`src/rtl/ctrl_pkg.sv`:
```
// ctrl_pkg: shared definitions for the multicycle control sequencer.
//   state_t           - sequencer states
//   SRCB_* / RES_* / ALU_* - datapath select and ALU operation encodings
//   OP_* / CMD_*      - instruction field values decoded by the controller
package ctrl_pkg;

   typedef enum logic [3:0] {
      FETCH    = 4'd0,
      DECODE   = 4'd1,
      MEMADR   = 4'd2,
      MEMREAD  = 4'd3,
      MEMWB    = 4'd4,
      MEMWRITE = 4'd5,
      EXECUTER = 4'd6,
      EXECUTEI = 4'd7,
      ALUWB    = 4'd8,
      BRANCH   = 4'd9,
      UNKNOWN  = 4'd10
   } state_t;

   // ALUSrcB encodings
   localparam logic [1:0] SRCB_REG  = 2'b00;
   localparam logic [1:0] SRCB_IMM  = 2'b01;
   localparam logic [1:0] SRCB_FOUR = 2'b10;

   // ResultSrc encodings
   localparam logic [1:0] RES_ALUOUT = 2'b00;
   localparam logic [1:0] RES_RDATA  = 2'b01;
   localparam logic [1:0] RES_ALURES = 2'b10;

   // ALUControl encodings
   localparam logic [1:0] ALU_ADD = 2'b00;
   localparam logic [1:0] ALU_SUB = 2'b01;
   localparam logic [1:0] ALU_AND = 2'b10;
   localparam logic [1:0] ALU_ORR = 2'b11;

   // Op field classes
   localparam logic [1:0] OP_DP  = 2'b00;
   localparam logic [1:0] OP_MEM = 2'b01;
   localparam logic [1:0] OP_BR  = 2'b10;

   // Data-processing cmd field values
   localparam logic [3:0] CMD_AND = 4'b0000;
   localparam logic [3:0] CMD_SUB = 4'b0010;
   localparam logic [3:0] CMD_ADD = 4'b0100;
   localparam logic [3:0] CMD_CMP = 4'b1010;
   localparam logic [3:0] CMD_ORR = 4'b1100;

endpackage

```
`src/rtl/alu_decoder.sv`:
```
// alu_decoder: maps the data-processing fields onto ALU operation and
// flag-write requests. Only active while the sequencer is in an execute or
// ALU writeback state (ALUOp=1); otherwise it requests a plain ADD with no
// flag or write suppression.
//   Funct      in  6  I, cmd[3:0], S
//   ALUOp      in  1  data-processing instruction in progress
//   ALUControl out 2  ALU operation
//   FlagW      out 2  [1] NZ write, [0] CV write
//   NoWrite    out 1  compare: suppress result write
module alu_decoder
   import ctrl_pkg::*;
(
   input  logic [5:0] Funct,
   input  logic       ALUOp,
   output logic [1:0] ALUControl,
   output logic [1:0] FlagW,
   output logic       NoWrite
);

   logic [3:0] cmd_s;
   logic       arith_s;

   assign cmd_s = Funct[4:1];

   // Decode cmd into ALU operation and flag-write enables.
   always_comb begin
      ALUControl = ALU_ADD;
      FlagW      = 2'b00;
      NoWrite    = 1'b0;
      arith_s    = 1'b0;
      if (ALUOp) begin
         case (cmd_s)
            CMD_ADD: begin
               ALUControl = ALU_ADD;
               arith_s    = 1'b1;
               FlagW      = {Funct[0], Funct[0] & arith_s};
            end
            CMD_SUB: begin
               ALUControl = ALU_SUB;
               arith_s    = 1'b1;
               FlagW      = {Funct[0], Funct[0] & arith_s};
            end
            CMD_AND: begin
               ALUControl = ALU_AND;
               FlagW      = {Funct[0], 1'b0};
            end
            CMD_ORR: begin
               ALUControl = ALU_ORR;
               FlagW      = {Funct[0], 1'b0};
            end
            CMD_CMP: begin
               ALUControl = ALU_SUB;
               arith_s    = 1'b1;
               NoWrite    = 1'b1;
               FlagW      = {Funct[0], Funct[0] & arith_s};
            end
            // Unsupported commands: harmless ADD, no flag update.
            default: begin
               ALUControl = ALU_ADD;
               FlagW      = 2'b00;
            end
         endcase
      end else begin
         ALUControl = ALU_ADD;
         FlagW      = 2'b00;
      end
   end

endmodule

```
`src/rtl/main_fsm.sv`:
```
// main_fsm: multicycle control sequencer. Steps each instruction through
// fetch/decode/execute/writeback and drives Moore datapath selects plus the
// unconditioned write requests consumed by the downstream condition logic.
//   clk, reset (async, active-low)
//   Op, Funct, Rd        instruction fields, valid from DECODE onwards
//   IRWrite, NextPC, AdrSrc, ALUSrcA, ALUSrcB, ResultSrc  datapath selects
//   ALUControl, FlagW, NoWrite                            ALU decode
//   PCS, RegW, MemW                                       write requests
module main_fsm
   import ctrl_pkg::*;
(
   input  logic       clk,
   input  logic       reset,
   input  logic [1:0] Op,
   input  logic [5:0] Funct,
   input  logic [3:0] Rd,
   output logic       IRWrite,
   output logic       NextPC,
   output logic       AdrSrc,
   output logic       ALUSrcA,
   output logic [1:0] ALUSrcB,
   output logic [1:0] ResultSrc,
   output logic [1:0] ALUControl,
   output logic [1:0] FlagW,
   output logic       PCS,
   output logic       RegW,
   output logic       MemW,
   output logic       NoWrite
);

   state_t state_r;
   state_t next_state_s;
   logic   branch_s;
   logic   aluop_s;
   logic   regw_s;

   // State register; reset forces FETCH immediately so the FETCH encoding
   // is visible for the whole time reset is held.
   always_ff @(posedge clk or negedge reset) begin
      if (!reset) begin
         state_r <= FETCH;
      end else begin
         state_r <= next_state_s;
      end
   end

   // Next-state logic.
   always_comb begin
      next_state_s = FETCH;
      case (state_r)
         FETCH:  next_state_s = DECODE;
         DECODE: begin
            case (Op)
               OP_MEM:  next_state_s = MEMADR;
               OP_DP:   next_state_s = Funct[5] ? EXECUTEI : EXECUTER;
               OP_BR:   next_state_s = BRANCH;
               default: next_state_s = UNKNOWN;
            endcase
         end
         MEMADR:   next_state_s = Funct[0] ? MEMREAD : MEMWRITE;
         MEMREAD:  next_state_s = MEMWB;
         EXECUTER: next_state_s = ALUWB;
         EXECUTEI: next_state_s = ALUWB;
         default:  next_state_s = FETCH;
      endcase
   end

   alu_decoder u_alu_decoder (
      .Funct      (Funct),
      .ALUOp      (aluop_s),
      .ALUControl (ALUControl),
      .FlagW      (FlagW),
      .NoWrite    (NoWrite)
   );

   // Moore output decode; RegW in ALUWB depends on the compare suppression.
   always_comb begin
      IRWrite   = 1'b0;
      NextPC    = 1'b0;
      AdrSrc    = 1'b0;
      ALUSrcA   = 1'b0;
      ALUSrcB   = SRCB_REG;
      ResultSrc = RES_ALUOUT;
      MemW      = 1'b0;
      regw_s    = 1'b0;
      branch_s  = 1'b0;
      aluop_s   = 1'b0;
      case (state_r)
         FETCH: begin
            IRWrite   = 1'b1;
            NextPC    = 1'b1;
            ALUSrcA   = 1'b1;
            ALUSrcB   = SRCB_FOUR;
            ResultSrc = RES_ALURES;
         end
         DECODE: begin
            ALUSrcA   = 1'b1;
            ALUSrcB   = SRCB_FOUR;
            ResultSrc = RES_ALURES;
         end
         MEMADR:   ALUSrcB = SRCB_IMM;
         MEMREAD:  AdrSrc  = 1'b1;
         MEMWB: begin
            ResultSrc = RES_RDATA;
            regw_s    = 1'b1;
         end
         MEMWRITE: begin
            AdrSrc = 1'b1;
            MemW   = 1'b1;
         end
         EXECUTER: aluop_s = 1'b1;
         EXECUTEI: begin
            ALUSrcB = SRCB_IMM;
            aluop_s = 1'b1;
         end
         ALUWB: begin
            aluop_s = 1'b1;
            regw_s  = ~NoWrite;
         end
         BRANCH: begin
            ALUSrcB   = SRCB_IMM;
            ResultSrc = RES_ALURES;
            branch_s  = 1'b1;
         end
         default: begin
            // UNKNOWN: no selects, no writes.
            regw_s = 1'b0;
         end
      endcase
   end

   // A register write targeting R15 is a PC write.
   assign RegW = regw_s;
   assign PCS  = branch_s | (regw_s & (Rd == 4'hF));

endmodule
```
`config.mk`:
```
export PLATFORM = sky130hd
export DESIGN_NAME = main_fsm
export DESIGN_NICKNAME = d
export VERILOG_FILES = /design/src/rtl/ctrl_pkg.sv /design/src/rtl/alu_decoder.sv /design/src/rtl/main_fsm.sv
export SDC_FILE = /design/constraint.sdc
export NUM_CORES = 1
export LEC_CHECK = 0
export BUFFER_PORTS_ARGS = -buffer_cell sky130_fd_sc_hd__buf_2
export CAP_MARGIN = 20
export CORE_AREA = 3 3 40 42
export DETAILED_ROUTE_END_ITERATION = 10
export DIE_AREA = 0 0 43 45
export HOLD_SLACK_MARGIN = 0.02
export PLACE_DENSITY = 0.67
export SETUP_SLACK_MARGIN = 0.2
export SLEW_MARGIN = 20
export SYNTH_ARGS = -nofsm -noshare
export SYNTH_HDL_FRONTEND = slang
export SYNTH_SLANG_ARGS = --single-unit
```
`constraint.sdc`:
```
create_clock -name clk -period 2.1 [get_ports clk]
set_clock_uncertainty 0.15 [all_clocks]
set_input_delay 0.315 -clock clk [delete_from_list [all_inputs] [get_ports clk]]
set_output_delay 0.315 -clock clk [all_outputs]
set_load 0.05 [all_outputs]
```
==> load_flow_metrics.sql <==
INSERT INTO impl_metrics (metric_group, metric, value, unit) VALUES
('outcome', 'outcome', 'finished, final reports clean', ''),
('synthesis', 'ys_types', '30', ''),
('hold_path', 'worst_hold_startpoint', 'Funct[0]', ''),
('synthesis', 'synth-seq-cells', '4', ''),
('pwr', 'power.static_leakage', '0.420', 'nW'),
('final_layout', 'multi_input_comb_area', '445', 'um^2'),
('final_layout', 'reg.largest.list', 'state_r: 4 flops', ''),
('synthesis', 'synth-edff-count', '0', ''),
('synthesis', 'synth.avg_cell_area', '6.98', 'um^2'),
('hold_path', 'timing.hold.worst_endpoint', 'state_r[1]$_DFF_PN0_', ''),
('place', 'finalWeightedCongestion', '0.692', ''),
('pwr', 'power-per-cell-area', '1570', 'nW/um^2'),
('place', 'port_buffers', '29', ''),
('hold_path', 'min_path_cells', '3', ''),
('die', 'num_rows', '13', ''),
('clock_tree', 'cts_max_level', '1', ''),
('flow_run', 'max_cap_viol_count', '0', ''),
('drt', 'drt_iter0_markers', '3', ''),
('place', 'post-dp-hpwl', '1.00', 'mm'),
('synthesis', 'yosys_warnings', '0', ''),
('clock_tree', 'cts.sinks', '4', ''),
('synthesis', 'syn_inst', '64', ''),
('pwr', 'peakVddDrop', '0.802', 'mV'),
('drt', 'wl_per_cell', '11.5', 'um'),
('drt', 'drt-vias-per-instance', '4.94', ''),
('final_layout', 'fillerInstances', '98', ''),
('clock_tree', 'clk_path_buf_depth', '2', ''),
('clock_tree', 'clkTransAtPathRegs', '0.04', 'ns'),
('global_routing', 'antenna_found_initial', '0', ''),
('die', 'floorplan.die.width', '43', 'um'),
('synthesis', 'synth_area_leader_cell', 'sky130_fd_sc_hd__dfrtp_1', ''),
('drt', 'drt_first_pass_iters', '2', ''),
('final_layout', 'num-nets-final', '119', ''),
('final_layout', 'final-seq-area', '104', 'um^2'),
('critical_path', 'rrSetupSlack', '0.78', 'ns'),
('clock_tree', 'cts_made_buffers', '3', ''),
('critical_path', 'r2r_path_start', 'state_r[2]$_DFF_PN0_', ''),
('critical_path', 'worstSetupEndpointType', 'output pin', ''),
('die', 'floorplan.die_area', '1940', 'um^2'),
('critical_path', 'critical_path.reg2reg.endpoint', 'state_r[3]$_DFF_PN0_', ''),
('critical_path', 'wp_data_arrival', '1.55', 'ns'),
('synthesis', 'synth_ff_type', 'sky130_fd_sc_hd__dfrtp_1', ''),
('sta', 'rsz0062_at_grt', 'true', ''),
('die', 'die_height', '45', 'um'),
('drt', 'final_antenna_net_count', '0', ''),
('final_layout', 'largest-register', 'state_r', ''),
('clock_tree', 'clockRootBuffer', 'sky130_fd_sc_hd__clkbuf_4', ''),
('global_routing', 'first_global_vias', '520', ''),
('sta', 'maxClockFrequency', '496', 'MHz'),
('hold_path', 'hold_class', 'in -> reg', ''),
('final_layout', 'post_route_cells_drive_above_1_share', '64.1', '%'),
('sta', 'maxSlewViolCount', '0', ''),
('sta', 'totalNegativeSetupSlack', '0', 'ns'),
('die', 'ioPinCount', '30', ''),
('synthesis', 'synth_area', '447', 'um^2'),
('sta', 'number_of_failing_setup_endpoints_in_the_final_timing_report', '0', ''),
('global_routing', 'global_route_wire_length_before_repair', '2.24', 'mm'),
('final_layout', 'final_area', '930', 'um^2'),
('final_layout', 'largest_register_ff_count', '4', ''),
('critical_path', 'critical_path_peak_fanout', '5', ''),
('critical_path', 'cp-start-kind', 'register', ''),
('global_routing', 'globalRouteOverflowTotal', '0', ''),
('synthesis', 'synth.top_cells.by_area', 'sky130_fd_sc_hd__dfrtp_1, sky130_fd_sc_hd__a21oi_1, sky130_fd_sc_hd__nor2_1', ''),
('synthesis', 'yosysTopAreaCellShare', '22.4', '%'),
('synthesis', 'synth_async_sr_flop_share', '100', '%'),
('die', 'start_util', '34.8', '%'),
('die', 'floorplan.core_area', '1280', 'um^2'),
('final_layout', 'syn_to_final_growth', '108', '%'),
('critical_path', 'timing.reg2reg.worst_path_depth', '5', ''),
('critical_path', 'critPathRequiredTime', '1.63', 'ns'),
('sta', 'final_period_minus_worst_setup_slack', '2.02', 'ns');
## metal layers
metal,up-vias,global-route usage (%),wire length [um]
li1,304,-,-
met1,264,19.5,604
met3,0,2.39,63
met2,15,25.1,685
met4,0,9.04,0
met5,-,0,0
## final cells by class
| cell class | instances | share of cell area, % |
|---|---|---|
| Clock buffer | 3 | 2.42 |
| Inverter | 4 | 1.62 |
| Timing Repair Buffer | 42 | 34.9 |
| Multi-Input combinational cell | 50 | 47.9 |
| Sequential cell | 4 | 11.2 |
| Tap cell | 15 | 2.02 |
## logic make-up after synthesis
family	synth area share, %
XOR/XNOR	3.92
flip-flops	22.4
AND/OR/NAND/NOR	39.2
buffers and inverters	9.80
AO/OA/AOI/OAI	24.6
## power by group
part | internal [mW] | switching (mW)
sequential | 0.115 | 0.0516
clock | 0.0639 | 0.0309
combinational | 0.427 | 0.772
## critical path: stages, from the launching register on
cell,delay [ns]
sky130_fd_sc_hd__dfrtp_2,0.41
sky130_fd_sc_hd__and2b_2,0.28
sky130_fd_sc_hd__a21oi_4,0.08
sky130_fd_sc_hd__buf_12,0.14
sky130_fd_sc_hd__a2111oi_4,0.20
sky130_fd_sc_hd__buf_6,0.21
## synthesized netlist by cell type (2+ instances only)
| cell | n |
|---|---|
| sky130_fd_sc_hd__nor2_1 | 7 |
| sky130_fd_sc_hd__clkbuf_1 | 3 |
| sky130_fd_sc_hd__a211oi_1 | 2 |
| sky130_fd_sc_hd__nand2_1 | 5 |
| sky130_fd_sc_hd__o21ai_0 | 3 |
| sky130_fd_sc_hd__inv_1 | 4 |
| sky130_fd_sc_hd__dfrtp_1 | 4 |
| sky130_fd_sc_hd__buf_2 | 2 |
| sky130_fd_sc_hd__nor4_1 | 2 |
| sky130_fd_sc_hd__nand2b_1 | 3 |
| sky130_fd_sc_hd__nor3_1 | 4 |
| sky130_fd_sc_hd__a21oi_1 | 7 |
## worst max path at each step
stage                                     from      endpoint  slack, ns
after floorplan           state_r[0]$_DFF_PN0_  ResultSrc[1]       0.06
after global placement                Funct[2]      FlagW[0]       0.17
after detailed placement              Funct[2]      FlagW[0]       0.16
after CTS                 state_r[2]$_DFF_PN0_      FlagW[0]       0.08
after global routing      state_r[2]$_DFF_PN0_           PCS     0.0007
final                     state_r[2]$_DFF_PN0_      FlagW[0]       0.08
## placed cells by master, fill, tap and decap left out, types with 2 or more instances in the layout
cell type,count
sky130_fd_sc_hd__inv_1,4
sky130_fd_sc_hd__nor4_4,2
sky130_fd_sc_hd__buf_4,13
sky130_fd_sc_hd__buf_6,9
sky130_fd_sc_hd__nand2b_1,3
sky130_fd_sc_hd__dfrtp_2,3
sky130_fd_sc_hd__o21ai_0,3
sky130_fd_sc_hd__clkbuf_4,5
sky130_fd_sc_hd__buf_2,16
sky130_fd_sc_hd__a21oi_1,6
sky130_fd_sc_hd__nor2_1,3
sky130_fd_sc_hd__nor3_2,3
sky130_fd_sc_hd__nand2_1,5
sky130_fd_sc_hd__nor2_2,3
## metrics by stage
stage,util [%],power (mW),worst slack [ns],instances
6_report,72.3,1.46,0.0832,118
5_1_grt,72.3,1.56,0.000748,118
4_1_cts,69.5,1.41,0.0773,116
3_5_place_dp,58.0,1.18,0.161,106
3_3_place_gp,58.0,1.17,0.174,106
2_1_floorplan,-,1.03,0.0601,64
## timing repair
action,in CTS,in global routing
endpoints found under the setup margin,12,16
endpoints found under the hold margin,4,0
gates resized for setup,22,8
pin swaps,3,1
buffers inserted,6,2
hold buffers,1,0
Note: power is estimated with default switching activity, not from simulation.
